--- src/rtl/servo_pkg.sv ---
// servo_pkg: shared types and default width for the servo ramp slice.
package servo_pkg;

  localparam int DATA_WIDTH = 8;

  typedef enum logic [1:0] {
    IDLE = 2'd0,
    RAMP = 2'd1,
    DONE = 2'd2
  } state_t;

endpackage

--- src/rtl/ramp_tick.sv ---
// ramp_tick: free-running step-rate divider shared by all servo channels.
// Counts 0..TICK_DIV-1 while enabled and pulses tick on the last count.
module ramp_tick #(
  parameter int TICK_DIV = 500000
) (
  input  logic clk,
  input  logic rst,
  input  logic clr,
  input  logic en,
  output logic tick
);

  localparam int                CNT_W = $clog2(TICK_DIV);
  localparam logic [CNT_W-1:0]  TC    = CNT_W'(TICK_DIV - 1);

  logic [CNT_W-1:0] r_cnt;

  // Divider count: cleared on reset or a new transfer, wraps at the terminal count.
  always_ff @(posedge clk) begin
    if (rst || clr) begin
      r_cnt <= '0;
    end else if (en) begin
      r_cnt <= (r_cnt == TC) ? '0 : r_cnt + 1'b1;
    end
  end

  assign tick = en && (r_cnt == TC);

endmodule

--- src/rtl/servo_ramp.sv ---
// servo_ramp: rate-limited ramp of three servo positions toward a latched
// target triple. Optional build macro SERVO_RAMP_LIMIT_EN clamps accepted
// targets to [POS_MIN, POS_MAX].
//
// state | meaning
// IDLE  | holding positions, ready to accept a target triple
// RAMP  | stepping positions toward targets once per tick
// DONE  | one-cycle completion pulse, positions held
module servo_ramp
  import servo_pkg::*;
#(
  parameter int DATA_WIDTH = servo_pkg::DATA_WIDTH,
  parameter int TICK_DIV   = 500000,
  parameter int STEP       = 1,
  parameter int RESET_POS  = 128,
  parameter int POS_MIN    = 0,
  parameter int POS_MAX    = 255
) (
  input  logic                  clk,
  input  logic                  rst,
  input  logic [DATA_WIDTH-1:0] tgt_x,
  input  logic [DATA_WIDTH-1:0] tgt_y,
  input  logic [DATA_WIDTH-1:0] tgt_z,
  input  logic                  tgt_valid,
  output logic                  tgt_ready,
  output logic [DATA_WIDTH-1:0] pos_x,
  output logic [DATA_WIDTH-1:0] pos_y,
  output logic [DATA_WIDTH-1:0] pos_z,
  output logic                  busy,
  output logic                  done
);

  // Step size saturated to the bus width so the compare below never truncates.
  localparam logic [DATA_WIDTH-1:0] STEP_W =
    (STEP > (2**DATA_WIDTH) - 1) ? {DATA_WIDTH{1'b1}} : DATA_WIDTH'(STEP);
  localparam logic [DATA_WIDTH-1:0] RST_W = DATA_WIDTH'(RESET_POS);

  // Elaboration-time parameter sanity checks.
  if (TICK_DIV < 2) begin : g_bad_tick_div
    $error("servo_ramp: TICK_DIV must be 2 or greater");
  end
  if (STEP < 1) begin : g_bad_step
    $error("servo_ramp: STEP must be 1 or greater");
  end
  if (POS_MIN > POS_MAX) begin : g_bad_limits
    $error("servo_ramp: POS_MIN must not exceed POS_MAX");
  end

  state_t                r_state;
  state_t                w_state_nxt;
  logic [DATA_WIDTH-1:0] r_pos_x, r_pos_y, r_pos_z;
  logic [DATA_WIDTH-1:0] r_tgt_x, r_tgt_y, r_tgt_z;
  logic                  w_xfer;
  logic                  w_tick;
  logic                  w_at_tgt;

  // Move one step toward the target without overshoot; unsigned, never wraps.
  function automatic logic [DATA_WIDTH-1:0] step_toward(
    input logic [DATA_WIDTH-1:0] pos,
    input logic [DATA_WIDTH-1:0] tgt
  );
    if (pos < tgt) begin
      return ((tgt - pos) <= STEP_W) ? tgt : pos + STEP_W;
    end else if (pos > tgt) begin
      return ((pos - tgt) <= STEP_W) ? tgt : pos - STEP_W;
    end
    return pos;
  endfunction

`ifdef SERVO_RAMP_LIMIT_EN
  function automatic logic [DATA_WIDTH-1:0] limit(input logic [DATA_WIDTH-1:0] v);
    if (v < DATA_WIDTH'(POS_MIN)) return DATA_WIDTH'(POS_MIN);
    if (v > DATA_WIDTH'(POS_MAX)) return DATA_WIDTH'(POS_MAX);
    return v;
  endfunction
`else
  function automatic logic [DATA_WIDTH-1:0] limit(input logic [DATA_WIDTH-1:0] v);
    return v;
  endfunction
`endif

  assign tgt_ready = (r_state == IDLE) && !rst;
  assign w_xfer    = tgt_valid && tgt_ready;
  assign w_at_tgt  = (r_pos_x == r_tgt_x) && (r_pos_y == r_tgt_y) && (r_pos_z == r_tgt_z);
  assign busy      = (r_state != IDLE);
  assign done      = (r_state == DONE);
  assign pos_x     = r_pos_x;
  assign pos_y     = r_pos_y;
  assign pos_z     = r_pos_z;

  ramp_tick #(
    .TICK_DIV(TICK_DIV)
  ) u_tick (
    .clk (clk),
    .rst (rst),
    .clr (w_xfer),
    .en  (r_state == RAMP),
    .tick(w_tick)
  );

  // Next-state: completion is checked every cycle, not only on ticks.
  always_comb begin
    w_state_nxt = r_state;
    case (r_state)
      IDLE:    if (w_xfer)   w_state_nxt = RAMP;
      RAMP:    if (w_at_tgt) w_state_nxt = DONE;
      DONE:    w_state_nxt = IDLE;
      default: w_state_nxt = IDLE;
    endcase
  end

  // State, target latch and per-tick position update.
  always_ff @(posedge clk) begin
    if (rst) begin
      r_state <= IDLE;
      r_pos_x <= RST_W;
      r_pos_y <= RST_W;
      r_pos_z <= RST_W;
      r_tgt_x <= RST_W;
      r_tgt_y <= RST_W;
      r_tgt_z <= RST_W;
    end else begin
      r_state <= w_state_nxt;
      if (w_xfer) begin
        r_tgt_x <= limit(tgt_x);
        r_tgt_y <= limit(tgt_y);
        r_tgt_z <= limit(tgt_z);
      end
      if ((r_state == RAMP) && w_tick) begin
        r_pos_x <= step_toward(r_pos_x, r_tgt_x);
        r_pos_y <= step_toward(r_pos_y, r_tgt_y);
        r_pos_z <= step_toward(r_pos_z, r_tgt_z);
      end
    end
  end

endmodule
--- config.mk ---
export PLATFORM = sky130hd
export DESIGN_NAME = servo_ramp
export DESIGN_NICKNAME = d
export VERILOG_FILES = /design/src/rtl/servo_pkg.sv /design/src/rtl/ramp_tick.sv /design/src/rtl/servo_ramp.sv
export SDC_FILE = /design/constraint.sdc
export NUM_CORES = 1
export LEC_CHECK = 0
export CAP_MARGIN = 20
export CORE_ASPECT_RATIO = 1.2
export CORE_MARGIN = 5
export CORE_UTILIZATION = 61
export CTS_BUF_LIST = sky130_fd_sc_hd__clkbuf_2 sky130_fd_sc_hd__clkbuf_4 sky130_fd_sc_hd__clkbuf_8
export DETAILED_ROUTE_END_ITERATION = 8
export GPL_ROUTABILITY_DRIVEN = 0
export GPL_TIMING_DRIVEN = 0
export PLACE_DENSITY = 0.94
export SYNTH_ARGS = -nofsm -noshare
export SYNTH_HDL_FRONTEND = slang
export SYNTH_SLANG_ARGS = --single-unit
--- constraint.sdc ---
create_clock -name clk -period 4.4 [get_ports clk]
set_input_delay 0.44 -clock clk [delete_from_list [all_inputs] [get_ports clk]]
set_output_delay 0.44 -clock clk [all_outputs]
set_load 0.01 [all_outputs]
Word level (Yosys, flattened, before mapping)
Cells that the tools add are included.
Widths: inputs -> output; s select.
{"block": "word_totals", "inputBits": 27, "wordCells": 83, "register_bits": 69, "output_inout_bits": 27}
{"block": "op_classes", "n_reduce_logical": 14, "n_lt_le_gt_ge": 12, "mux": 28, "n_addsub": 13, "n_eq_ne": 8}
{"operator": "$mux 8", "n": 12}
{"operator": "$le 8x1->1 const B", "n": 6}
{"operator": "$sub 8x8->8", "n": 6}
{"operator": "$add 8x1->8 const B", "n": 3}
{"operator": "$eq 8x8->1", "n": 3}
{"operator": "$gt 8x8->1", "n": 3}
{"operator": "$lt 8x8->1", "n": 3}
{"operator": "$sub 8x1->8 const B", "n": 3}
{"operator": "$add 19x1->19 const B", "n": 1}
{"operator": "$eq 19x19->1 const B", "n": 1}
{"operator": "$mux 19", "n": 1}
{"operator": "$mux 1", "n": 12}
{"operator": "$reduce_and 2->1", "n": 4}
{"operator": "$logic_and 1x1->1", "n": 6}
{"operator": "$mux 2", "n": 2}
{"operator": "$pmux 2 s2", "n": 1}
{"operator": "$eq 2x1->1 const B", "n": 1}
{"operator": "$eq 2x2->1 const B", "n": 1}
{"operator": "$logic_not 2->1", "n": 1}
{"operator": "$ne 2x1->1 const B", "n": 1}
{"operator": "$ne 2x2->1 const B", "n": 1}
{"operator": "$reduce_bool 2->1", "n": 1}
{"operator": "$logic_not 1->1", "n": 1}
{"operator": "$logic_or 1x1->1", "n": 1}

Longest topological paths before layout
Gate-level depths: netlist of run 1.
{"block": "depth", "depth_word": 6, "mapped_depth": 12, "ltp_nobuf": 11}

Modules after synthesis
A second synthesis of run 1 with hierarchy kept.
{"block": "hier_totals", "cells_unflattened": 794, "area_unflattened_um2": 6140.9}
{"module": "servo_ramp", "instances": 1, "cells_each": 691, "area_per_inst_um2": 5223.8, "seq_area_each_um2": 1001.0}
{"module": "ramp_tick", "instances": 1, "cells_each": 103, "area_per_inst_um2": 917.1, "seq_area_each_um2": 380.4}

Worst setup path before layout of run 1
No wires, ideal clock.
{"block": "synth_path", "kind": "register to register", "startpoint": "reg r_pos_z[4] (netlist: pos_z[4])", "endpoint": "reg r_pos_z[2] (netlist: pos_z[2])", "required_ns": 4.283, "synth_period_minus_slack_ns": 3.163, "setup_time_ns": 0.117, "setup_slack_ns": 1.237, "arrival_ns": 3.046, "stages_incl_launch_ff": 12, "path_buffers": 2, "cell_sequence": "dfxtp_1 clkbuf_1 inv_1 ha_1 buf_6 a211oi_2 nor2_1 or4_4 a2111oi_4 mux2_2 a221oi_1 a32o_1"}
{"block": "synth_via", "elab_chain_len": 6, "elab_cells_between_ends": 15, "cone_classes": "add/sub: 2; order compare: 4; mux: 8; reduce/logical: 1"}
{"item": "start, declared", "line": "servo_ramp.sv:51", "rtl": "logic [DATA_WIDTH-1:0] r_pos_x, r_pos_y, r_pos_z;"}
{"item": "start signal, assigned", "line": "servo_ramp.sv:132", "rtl": "r_pos_z <= step_toward(r_pos_z, r_tgt_z);"}
{"item": "parallel branches: the longest is 6 deep, another holds $sub 8x8->8"}
Several ways; the timed one is not identified. The select of a mux whose other input is x is not followed.
A chain may end at the register's enable or synchronous reset.

Worst setup path after layout of run 1
{"block": "layout_path", "startpoint": "reg r_pos_z[5] (netlist: pos_z[5])", "endpoint": "reg r_pos_z[2] (netlist: pos_z[2])"}
The elaborated chain is that of the path after synthesis.

==> qor.yml, run 1 <==
run_status:
  run_status: "finished, final reports clean"
global_route:
  grt_antenna_before_repair: 0
  overflow: 0
  grt.total_usage: 0.288
  maximum_number_of_pins_on_one_net_before_global_route_repair: 14
  first_pass_grt_wire_length_um: 28600
  vias_in_the_first_global_route: 6160
critical_path:
  start_kind: "flip-flop"
  r2r_cells: 11
  startpoint: "pos_z[5]"
  reg2reg_setup_slack_ns: 0.73
  critPathKind: "flip-flop to flip-flop"
  timing.rr.end: "pos_z[2]"
  cp.arrival_ns: 3.93
  worstSetupEndpointType: "flip-flop"
  crit_fanout: 10
  timing.critical_path.required_ns: 4.66
  r2r_startpoint: "pos_z[5]"
timing:
  worst_hold_slack_across_all_endpoints_ns: 0.516
  fin_crit_sh: 0.835
  timing.final.setup_violations: 0
  post-route-min-period_ns: 3.67
  fmax_mhz: 272
  timing.max_slew.rel_slack: 0.424
  unrepaired_setup_endpoints_after_global_routing: "false"
  max_slew_violation_count: 0
  hold_viol_final: 0
  timing_worst_slew_pin_value_ns: 0.860
  tns_ns: 0
  fin_worst_skew_ns: 0.0119
synthesis:
  yosys_most_used_dff: "sky130_fd_sc_hd__dfxtp_1"
  synth_area_leader_cell: "sky130_fd_sc_hd__dfxtp_1"
  postSynthAreaPerCell_sq_um: 7.61
  syn_area_sq_um: 6070
  postSynthCellCount: 798
  yosys_warnings: 0
  number_of_distinct_standard_cells_referenced_by_the_synthesized_netlist: 69
  postSynthRegisterBits: 69
  postSynth.asyncResetShare: 0
  yosys-top-cells-area: "sky130_fd_sc_hd__dfxtp_1 23%, sky130_fd_sc_hd__ha_1 11%, sky130_fd_sc_hd__nand2_1 5.5%, sky130_fd_sc_hd__nor2_1 4.4%, sky130_fd_sc_hd__o31ai_1 4.2%"
  sequential_element_share_of_the_synthesized_area: 0.227
  synth_nets: 883
  synth_enable_flop_cells: 0
  synth.top_cell.area_share: 0.227
routing:
  final_antenna_net_count: 0
  detail_route.wl_per_cell_um: 17.3
  detail_route.drc_violations: 0
  dr.first_iter.drc_count: 616
  route.vias.total: 6451
  totalWireLength_um: 17200
  drt_pre_antenna_iters: 8
  vias_per_cell: 6.50
pwr:
  power.ir.vdd_worst_mv: 0.192
  power.density_cell_area_nw_per_um2: 271
  power.static_leakage_nw: 2.69
placed_design:
  numPortBuffers: 53
  detailedPlacementHpwl_um: 12800
  placed_cells_incl_taps: 977
  placed_area_sq_um: 6760
finish:
  mostFrequentLayoutCells: "89 x sky130_fd_sc_hd__nand2_1, 72 x sky130_fd_sc_hd__nor2_1, 69 x sky130_fd_sc_hd__dfxtp_1"
  final_instance_count_without_filler_cells: 993
  ratio_of_cells_with_drive_above_1_in_the_final_layout: 0.0588
  flow.area_growth_from_synthesis_pct: 15.1
  antenna-diode-count: 0
  mostFrequentLayoutCell: "sky130_fd_sc_hd__nand2_1"
  nets: 947
  final_area_sq_um: 6990
  fill_cells: 774
floorplanning:
  fp.dieW_um: 101
  core-area_sq_um: 9860
  floorplan.die.height_um: 119
  initial_core_utilization: 0.616
  floorplan.die_area_sq_um: 12100
  placementRows: 40
  pin_count: 54
clock_network:
  cts-htree-levels: 3
  clock_path_buffers: 2
  clk-insertion-delay-late_ns: 0.37
  cts_setup_buffers: 0
  worst_setup_hold_path_clk_slew_ns: 0.08
  cts.sinks: 69
  post_cts.resized_instances: 0
  cts_made_buffers: 9
  clock_tree_from_tritoncts: "built"
  clk_root_buffer_cell: "sky130_fd_sc_hd__clkbuf_8"
  cts.hold.buffers_added: 0
hold_path:
  worstHoldPathCells: 2
  hp-class: "flip-flop to flip-flop"
  worstHoldStart: "u_tick.r_cnt[14]"
  min_to: "u_tick.r_cnt[14]"
run:
  maxCapViolCount: 0
## cell families after synthesis
group | share of synthesized area
AND/OR/NAND/NOR | 0.246
AO/OA/AOI/OAI | 0.256
buffers and inverters | 0.0672
flip-flops | 0.227
adder cells (fa/ha/maj) | 0.127
XOR/XNOR | 0.0433
multiplexers | 0.0332
## worst max-delay path by stage
stage | endpoint | cells past startpoint
floorplan | pos_z[2] | 11
global placement | pos_z[1] | 11
detailed placement | pos_z[1] | 11
CTS | pos_z[1] | 11
global route | pos_y[0] | 11
finish | pos_z[2] | 11
## report_power, final
group	leakage (nW)	switching, W	total [W]	internal (W)
Sequential	0.561	0.0000237	0.000671	0.000647
Combinational	2.01	0.000368	0.000609	0.000241
Clock	0.113	0.000276	0.000616	0.000340
Total	2.69	0.000668	0.00190	0.00123
## critical path: stages (launching register included)
cell	delay (ns)
sky130_fd_sc_hd__dfxtp_1	0.38
sky130_fd_sc_hd__clkbuf_1	0.32
sky130_fd_sc_hd__inv_1	0.16
sky130_fd_sc_hd__ha_1	0.40
sky130_fd_sc_hd__clkbuf_1	0.34
sky130_fd_sc_hd__inv_1	0.07
sky130_fd_sc_hd__a21boi_0	0.30
sky130_fd_sc_hd__mux2i_1	0.19
sky130_fd_sc_hd__a2111oi_4	0.71
sky130_fd_sc_hd__mux2_2	0.39
sky130_fd_sc_hd__a221oi_1	0.11
sky130_fd_sc_hd__a32o_1	0.22
## synthesized netlist by cell type, drive strengths merged (13+ instances only)
library cell and number:
nor4 13, nand3 33, dfxtp 69, nor3 15
nand4 19, xor2 15, xnor2 15, nand2 89
mux2i 13, o31ai 35, ha 52, nor2 73
o21ai 30, a21oi 44, o211ai 13, inv 62
nand2b 15, clkbuf 30
## cell type report
class,instances,area (sq um),share of cell area
plain buffers,41,175,0.0250
clock buffers,10,138,0.0197
clock inverters,6,93.8,0.0134
inverters,62,233,0.0333
multi-input cells,626,4280,0.613
flip-flops and latches,69,1380,0.198
well taps,126,158,0.0225
repair buffers,53,531,0.0759
## registers in the layout, indices dropped and copies added, names as in the netlist
signal,cells
pos_x,8
u_tick.r_cnt,19
r_tgt_x,8
pos_y,8
r_tgt_y,8
r_state,2
r_tgt_z,8
pos_z,8
## through the flow
stage / power [W] / setup slack (ns) / utilization
5_1_grt: 0.00198 / 0.494 / 0.709
3_3_place_gp: 0.00125 / 0.914 / 0.686
3_5_place_dp: 0.00127 / 0.852 / 0.686
6_report: 0.00190 / 0.726 / 0.709
2_1_floorplan: 0.00112 / 1.24 / -
4_1_cts: 0.00188 / 0.805 / 0.709
## layer usage
| layer | GRT usage | vias to the layer above | wire length (um) |
|---|---|---|---|
| met4 | 0.172 | 0 | 821 |
| met1 | 0.349 | 2973 | 6780 |
| li1 | - | 3024 | - |
| met3 | 0.0410 | 87 | 1380 |
| met5 | 0 | - | 0 |
| met2 | 0.473 | 367 | 8200 |
(Power assumes the default switching activity.)
==> run 2, diff against run 1 <==
CORE_UTILIZATION = 55   (was 61)
PLACE_DENSITY = 0.9   (was 0.94)
clock period = 3 ns   (was 4.4 ns; I/O delays follow)
==> run 2 against run 1 <==
The run now ends with setup timing left. Largest cell class unchanged. Cell count rose by 2.7%. Global-route usage fell by 2.7 points. Via count rose by 3.0%. Highest routed layer unchanged. Register-to-register slack got worse by 0.77 ns. Total power rose by 50%. Sequential share of layout area fell by 0.59 points. Core utilization fell by 2.5 points. Setup slack got worse by 0.77 ns. Sequential power rose by 45%. Clock skew rose by 0.0011 ns. Clock power rose by 31%.
==> qor.yml, run 2 (synthesized netlist as in run 1, its figures left out) <==
clock_network:
  cts.sinks: 69  # unchanged
  clock_tree_from_tritoncts: "built"
  worst_setup_hold_path_clk_slew_ns: 0.09  # about the same
  clk-insertion-delay-late_ns: 0.38  # about the same
  cts-htree-levels: 3  # unchanged
  clock_path_buffers: 2  # unchanged
  clk_root_buffer_cell: "sky130_fd_sc_hd__clkbuf_8"
  cts.hold.buffers_added: 0  # unchanged
  cts_made_buffers: 9  # unchanged
critical_path:
  critPathKind: "flip-flop to flip-flop"
  cp.arrival_ns: 3.32  # -0.61 ns
  start_kind: "flip-flop"
  crit_fanout: 9  # -1
  worstSetupEndpointType: "flip-flop"
  timing.critical_path.required_ns: 3.27  # -1.39 ns
finish:
  mostFrequentLayoutCells: "87 x sky130_fd_sc_hd__nand2_1, 72 x sky130_fd_sc_hd__nor2_1, 58 x sky130_fd_sc_hd__inv_1"
  mostFrequentLayoutCell: "sky130_fd_sc_hd__nand2_1"
  flow.area_growth_from_synthesis_pct: 23.1
  top_register: "u_tick.r_cnt"
  fill_cells: 865  # +12%
  ratio_of_cells_with_drive_above_1_in_the_final_layout: 0.159  # +0.100
  antenna-diode-count: 0  # unchanged
  nets: 969  # +2.3%
  final_area_sq_um: 7470  # +6.9%
  final_instance_count_without_filler_cells: 1020  # +2.7%
  flip_flop_count_of_the_largest_register_all_copies_and_words_added: 19  # unchanged
placed_design:
  detailedPlacementHpwl_um: 12700  # -1.1%
  placed_area_sq_um: 6780  # +0.24%
  placed_cells_incl_taps: 983  # +0.61%
  numPortBuffers: 53  # unchanged
floorplanning:
  fp.dieW_um: 106  # +4.8%
  pin_count: 54  # unchanged
  placementRows: 42  # +5.0%
  floorplan.die_area_sq_um: 13300  # +9.9%
  core-area_sq_um: 10900  # +11%
  initial_core_utilization: 0.556  # -0.0604
  floorplan.die.height_um: 125  # +4.9%
timing:
  max_slew_violation_count: 0  # unchanged
  unrepaired_setup_endpoints_after_global_routing: "true"
  timing.max_slew.rel_slack: 0.498  # +0.0742
  timing_worst_slew_pin_value_ns: 0.753  # -0.107 ns
  fin_worst_skew_ns: 0.0129  # +0.00109 ns
  final.setup.worst_slack_ns: -0.0436  # -0.770 ns
  post-route-min-period_ns: 3.04  # -0.630 ns
  timing.final.setup_violations: 4  # +4
  fin_crit_sh: 1.01  # +0.180
  worst_hold_slack_across_all_endpoints_ns: 0.471  # -0.0450 ns
  fmax_mhz: 329  # +21%
  hold_viol_final: 0  # unchanged
routing:
  totalWireLength_um: 18500  # +7.5%
  final_antenna_net_count: 0  # unchanged
  route.vias.total: 6646  # +3.0%
  drt_pre_antenna_iters: 6  # -2
  vias_per_cell: 6.52  # +0.30%
  routedLengthMet1_um: 7060  # +4.2%
  met3WireLength_um: 1510  # +9.8%
  top_metal_used: "met4"
  detail_route.drc_violations: 0  # unchanged
  met2_wirelength_um: 9010  # +9.9%
  detail_route.wl_per_cell_um: 18.1  # +4.6%
  dr.first_iter.drc_count: 624  # +1.3%
global_route:
  overflow: 0  # unchanged
  grt_antenna_before_repair: 0  # unchanged
  first_pass_grt_wire_length_um: 28500  # -0.41%
  vias_in_the_first_global_route: 5947  # -3.5%
  maximum_number_of_pins_on_one_net_before_global_route_repair: 13  # -1
  grt.total_usage: 0.260  # -0.0272
pwr:
  power.ir.vdd_worst_mv: 0.192  # about the same
  power.static_leakage_nw: 2.88  # +7.3%
  finalPower_w: 0.00284  # +50%
  power.density_cell_area_nw_per_um2: 380  # +40%
hold_path:
  hp-class: "input port to flip-flop"
run_status:
  run_status: "complete, but fails checks"
  failed_checks: "setup timing"
run:
  maxCapViolCount: 0  # unchanged
run 2: repair_timing:
item                                    4_1_cts  5_1_grt
pin swaps                                     4       15
endpoints found under the hold margin         0        0
endpoints found under the setup margin       24       24
gates resized for setup                      45       58
setup buffers                                13       16
run 2: worst max-delay path, cell delays in order, from the launching register on:
cell	delay [ns]
sky130_fd_sc_hd__dfxtp_1	0.34
sky130_fd_sc_hd__inv_1	0.07
sky130_fd_sc_hd__ha_1	0.28
sky130_fd_sc_hd__clkbuf_1	0.42
sky130_fd_sc_hd__nand2_1	0.12
sky130_fd_sc_hd__o21ai_0	0.56
sky130_fd_sc_hd__o21ai_1	0.24
sky130_fd_sc_hd__and2_1	0.21
sky130_fd_sc_hd__clkbuf_1	0.20
sky130_fd_sc_hd__o21a_1	0.15
sky130_fd_sc_hd__o221a_1	0.13
sky130_fd_sc_hd__a221oi_2	0.22
run 2: metal layers:
metal,global-route usage,up-vias
met1,0.324,3067
met4,0.120,0
li1,-,3079
met5,0,-
met3,0.0443,104
met2,0.438,396
run 2: where the power goes:
| group | switching [W] | internal, W | leakage [nW] |
|---|---|---|---|
| sequential | 0.0000365 | 0.000939 | 0.574 |
| combinational | 0.000603 | 0.000455 | 2.21 |
| clock | 0.000399 | 0.000405 | 0.0987 |
run 2: area by class of cell:
type,instances,area (sq um),area share
Clock inverter,5,60.1,0.00803
Tap cell,132,165,0.0221
Multi-Input combinational cell,626,4500,0.602
Buffer,34,180,0.0241
Timing Repair Buffer,82,759,0.102
Clock buffer,10,138,0.0184
Inverter,62,240,0.0321
Sequential cell,69,1430,0.192
run 2: path summary, 6_finish.rpt:
kind                end  slack [ns]  cells past startpoint       start
max            pos_z[3]       -0.04                     11  r_tgt_z[7]
min          r_tgt_x[0]        0.47                      3    tgt_x[0]
max reg2reg    pos_z[3]       -0.04                     11  r_tgt_z[7]
min reg2reg    pos_x[1]        0.52                      2    pos_x[1]
run 2: per-stage QoR:
| step | worst slack (ns) | TNS (ns) | util |
|---|---|---|---|
| floorplan | 0.00205 | 0 | - |
| global placement | -0.517 | -7.60 | 0.620 |
| detailed placement | -0.494 | -7.99 | 0.620 |
| CTS | 0.00693 | 0 | 0.656 |
| global route | -0.137 | -0.611 | 0.684 |
| finish | -0.0436 | -0.0888 | 0.684 |
==> run 3, diff against run 2 <==
CORE_ASPECT_RATIO = 0.7   (was 1.2)
==> run 3 against run 2 <==
The run still ends with setup timing left. Clock-buffer cell count is 1 higher. Sequential power up 0.5%. Total power rose by 1.0%. Sequential cell count unchanged. Core utilization up 1.7 points. Register-to-register slack improved by 0.02 ns. Clock skew shrank 0.0036 ns. Fmax increased by 0.67%. Non-clock buffer count grew 6. Setup slack gained 0.020 ns. Hold slack lost 0.0086 ns. Cell count up 2.7%. Critical endpoint unchanged. Highest routed layer unchanged.
==> qor.yml, run 3 (synthesized netlist as in run 1, its figures left out) <==
critical_path:
  critPathKind: "flip-flop to flip-flop"
  cp.arrival_ns: 3.30  # -0.02 ns
  reg2reg_setup_slack_ns: -0.02  # +0.02 ns
  worstSetupEndpointType: "flip-flop"
  timing.critical_path.required_ns: 3.27  # about the same
  start_kind: "flip-flop"
  crit_fanout: 6  # -3
timing:
  timing.max_slew.rel_slack: 0.478  # -0.0199
  unrepaired_setup_endpoints_after_global_routing: "true"
  max_slew_violation_count: 0  # unchanged
  timing_worst_slew_pin_value_ns: 0.783  # +0.0299 ns
  final.setup.worst_slack_ns: -0.0234  # +0.0203 ns
  fin_worst_skew_ns: 0.00937  # -0.00357 ns
  fmax_mhz: 331  # +0.67%
  hold_viol_final: 0  # unchanged
  timing.final.setup_violations: 1  # -3
  post-route-min-period_ns: 3.02  # -0.0203 ns
  tns_ns: -0.0234  # +0.0654 ns
  fin_crit_sh: 1.01  # -0.00675
routing:
  detail_route.wl_per_cell_um: 18.4  # +1.6%
  dr.first_iter.drc_count: 964  # +54%
  vias_per_cell: 6.39  # -1.9%
  totalWireLength_um: 19300  # +4.4%
  drt_pre_antenna_iters: 6  # unchanged
  route.vias.total: 6698  # +0.78%
  final_antenna_net_count: 0  # unchanged
  detail_route.drc_violations: 0  # unchanged
clock_network:
  clock_path_buffers: 2  # unchanged
  clk_root_buffer_cell: "sky130_fd_sc_hd__clkbuf_8"
  cts-htree-levels: 3  # unchanged
  clk-insertion-delay-late_ns: 0.39  # about the same
  cts.sinks: 69  # unchanged
  worst_setup_hold_path_clk_slew_ns: 0.09  # about the same
  cts_made_buffers: 9  # unchanged
  cts.hold.buffers_added: 0  # unchanged
  clock_tree_from_tritoncts: "built"
finish:
  top_register: "u_tick.r_cnt"
  flip_flop_count_of_the_largest_register_all_copies_and_words_added: 19  # unchanged
  fill_cells: 830  # -4.0%
  mostFrequentLayoutCell: "sky130_fd_sc_hd__nand2_1"
  nets: 975  # +0.62%
  antenna-diode-count: 0  # unchanged
  mostFrequentLayoutCells: "87 x sky130_fd_sc_hd__nand2_1, 70 x sky130_fd_sc_hd__nor2_1, 58 x sky130_fd_sc_hd__inv_1"
  flow.area_growth_from_synthesis_pct: 25.8
  final_area_sq_um: 7640  # +2.2%
  ratio_of_cells_with_drive_above_1_in_the_final_layout: 0.184  # +0.0256
run:
  maxCapViolCount: 0  # unchanged
global_route:
  grt_antenna_before_repair: 0  # unchanged
  overflow: 0  # unchanged
  grt.total_usage: 0.269  # +0.00878
  maximum_number_of_pins_on_one_net_before_global_route_repair: 15  # +2
  first_pass_grt_wire_length_um: 29600  # +3.8%
  vias_in_the_first_global_route: 5954  # +0.12%
hold_path:
  hp-class: "input port to flip-flop"
pwr:
  finalPower_w: 0.00287  # +1.0%
  power.density_cell_area_nw_per_um2: 375  # -1.1%
  power.ir.vdd_worst_mv: 0.267  # +39%
  power.static_leakage_nw: 2.93  # +1.6%
floorplanning:
  initial_core_utilization: 0.558  # +0.00204
  pin_count: 54  # unchanged
  core-area_sq_um: 10900  # -0.37%
  floorplan.die.height_um: 97.9  # -22%
  placementRows: 32  # -24%
  fp.dieW_um: 136  # +28%
  floorplan.die_area_sq_um: 13300  # +0.19%
run_status:
  run_status: "complete, but fails checks"
  failed_checks: "setup timing"
placed_design:
  numPortBuffers: 53  # unchanged
  placed_area_sq_um: 6800  # +0.39%
  detailedPlacementHpwl_um: 12900  # +1.4%
## run 3: cell count changes in the layout (fill, tap and decap cells not counted), sizes merged
cell    before  now
buf         42   49
bufinv       1    0
inv         61   62
## run 3: final cells by class
class	instances	area, sq um	area share
multi-input combinational	626	4580	0.600
buffer	34	199	0.0260
sequential	69	1440	0.188
inverter	62	240	0.0315
clock inverter	5	42.5	0.00557
tap	153	191	0.0251
clock buffer	11	151	0.0198
timing repair buffer	88	792	0.104
## run 3: timing repair
item / CTS / global route
gates resized for setup: 49 / 78
buffers inserted: 11 / 22
setup endpoints to repair: 24 / 24
pin swaps: 7 / 16
gates cloned: 0 / 2
## run 3: report_power, final
part / leakage (nW) / internal [W] / switching [W] / total (W)
Combinational: 2.26 / 0.000460 / 0.000637 / 0.00110
Clock: 0.0965 / 0.000354 / 0.000435 / 0.000789
Sequential: 0.575 / 0.000939 / 0.0000413 / 0.000981
Total: 2.93 / 0.00175 / 0.00111 / 0.00287
## run 3: worst paths after layout
path | endpoint | cells after the start | from
max reg2reg | pos_z[3] | 11 | pos_z[0]
min reg2reg | pos_x[1] | 2 | pos_x[1]
max | pos_z[3] | 11 | pos_z[0]
min | r_tgt_z[1] | 3 | tgt_z[1]
## run 3: metal layers
| layer | wire, um | global-route usage | up-vias |
|---|---|---|---|
| met2 | 8350 | 0.396 | 422 |
| met1 | 8120 | 0.380 | 3086 |
| met4 | 753 | 0.0751 | 0 |
| li1 | - | - | 3089 |
| met5 | 0 | 0 | - |
| met3 | 2050 | 0.0844 | 101 |
## run 3: stage by stage
step / setup WS [ns] / utilization / hold WS [ns] / cells
global route: -0.0648 / 0.701 / 0.461 / 1048
finish: -0.0234 / 0.701 / 0.462 / 1048
global placement: -0.465 / 0.625 / 0.485 / 1004
CTS: 0.00218 / 0.662 / 0.470 / 1025
floorplan: 0.00205 / - / 0.408 / 798
detailed placement: -0.520 / 0.625 / 0.512 / 1004
## run 3: critical path, cell delays in order, from the launching register on
cell                        delay [ns]
sky130_fd_sc_hd__dfxtp_4          0.39
sky130_fd_sc_hd__inv_2            0.07
sky130_fd_sc_hd__ha_2             0.19
sky130_fd_sc_hd__fa_2             0.52
sky130_fd_sc_hd__inv_1            0.08
sky130_fd_sc_hd__a221oi_4         0.22
sky130_fd_sc_hd__o211ai_1         0.20
sky130_fd_sc_hd__a2111oi_4        0.37
sky130_fd_sc_hd__buf_6            0.18
sky130_fd_sc_hd__mux2i_2          0.10
sky130_fd_sc_hd__o221a_1          0.30
sky130_fd_sc_hd__a221oi_2         0.30
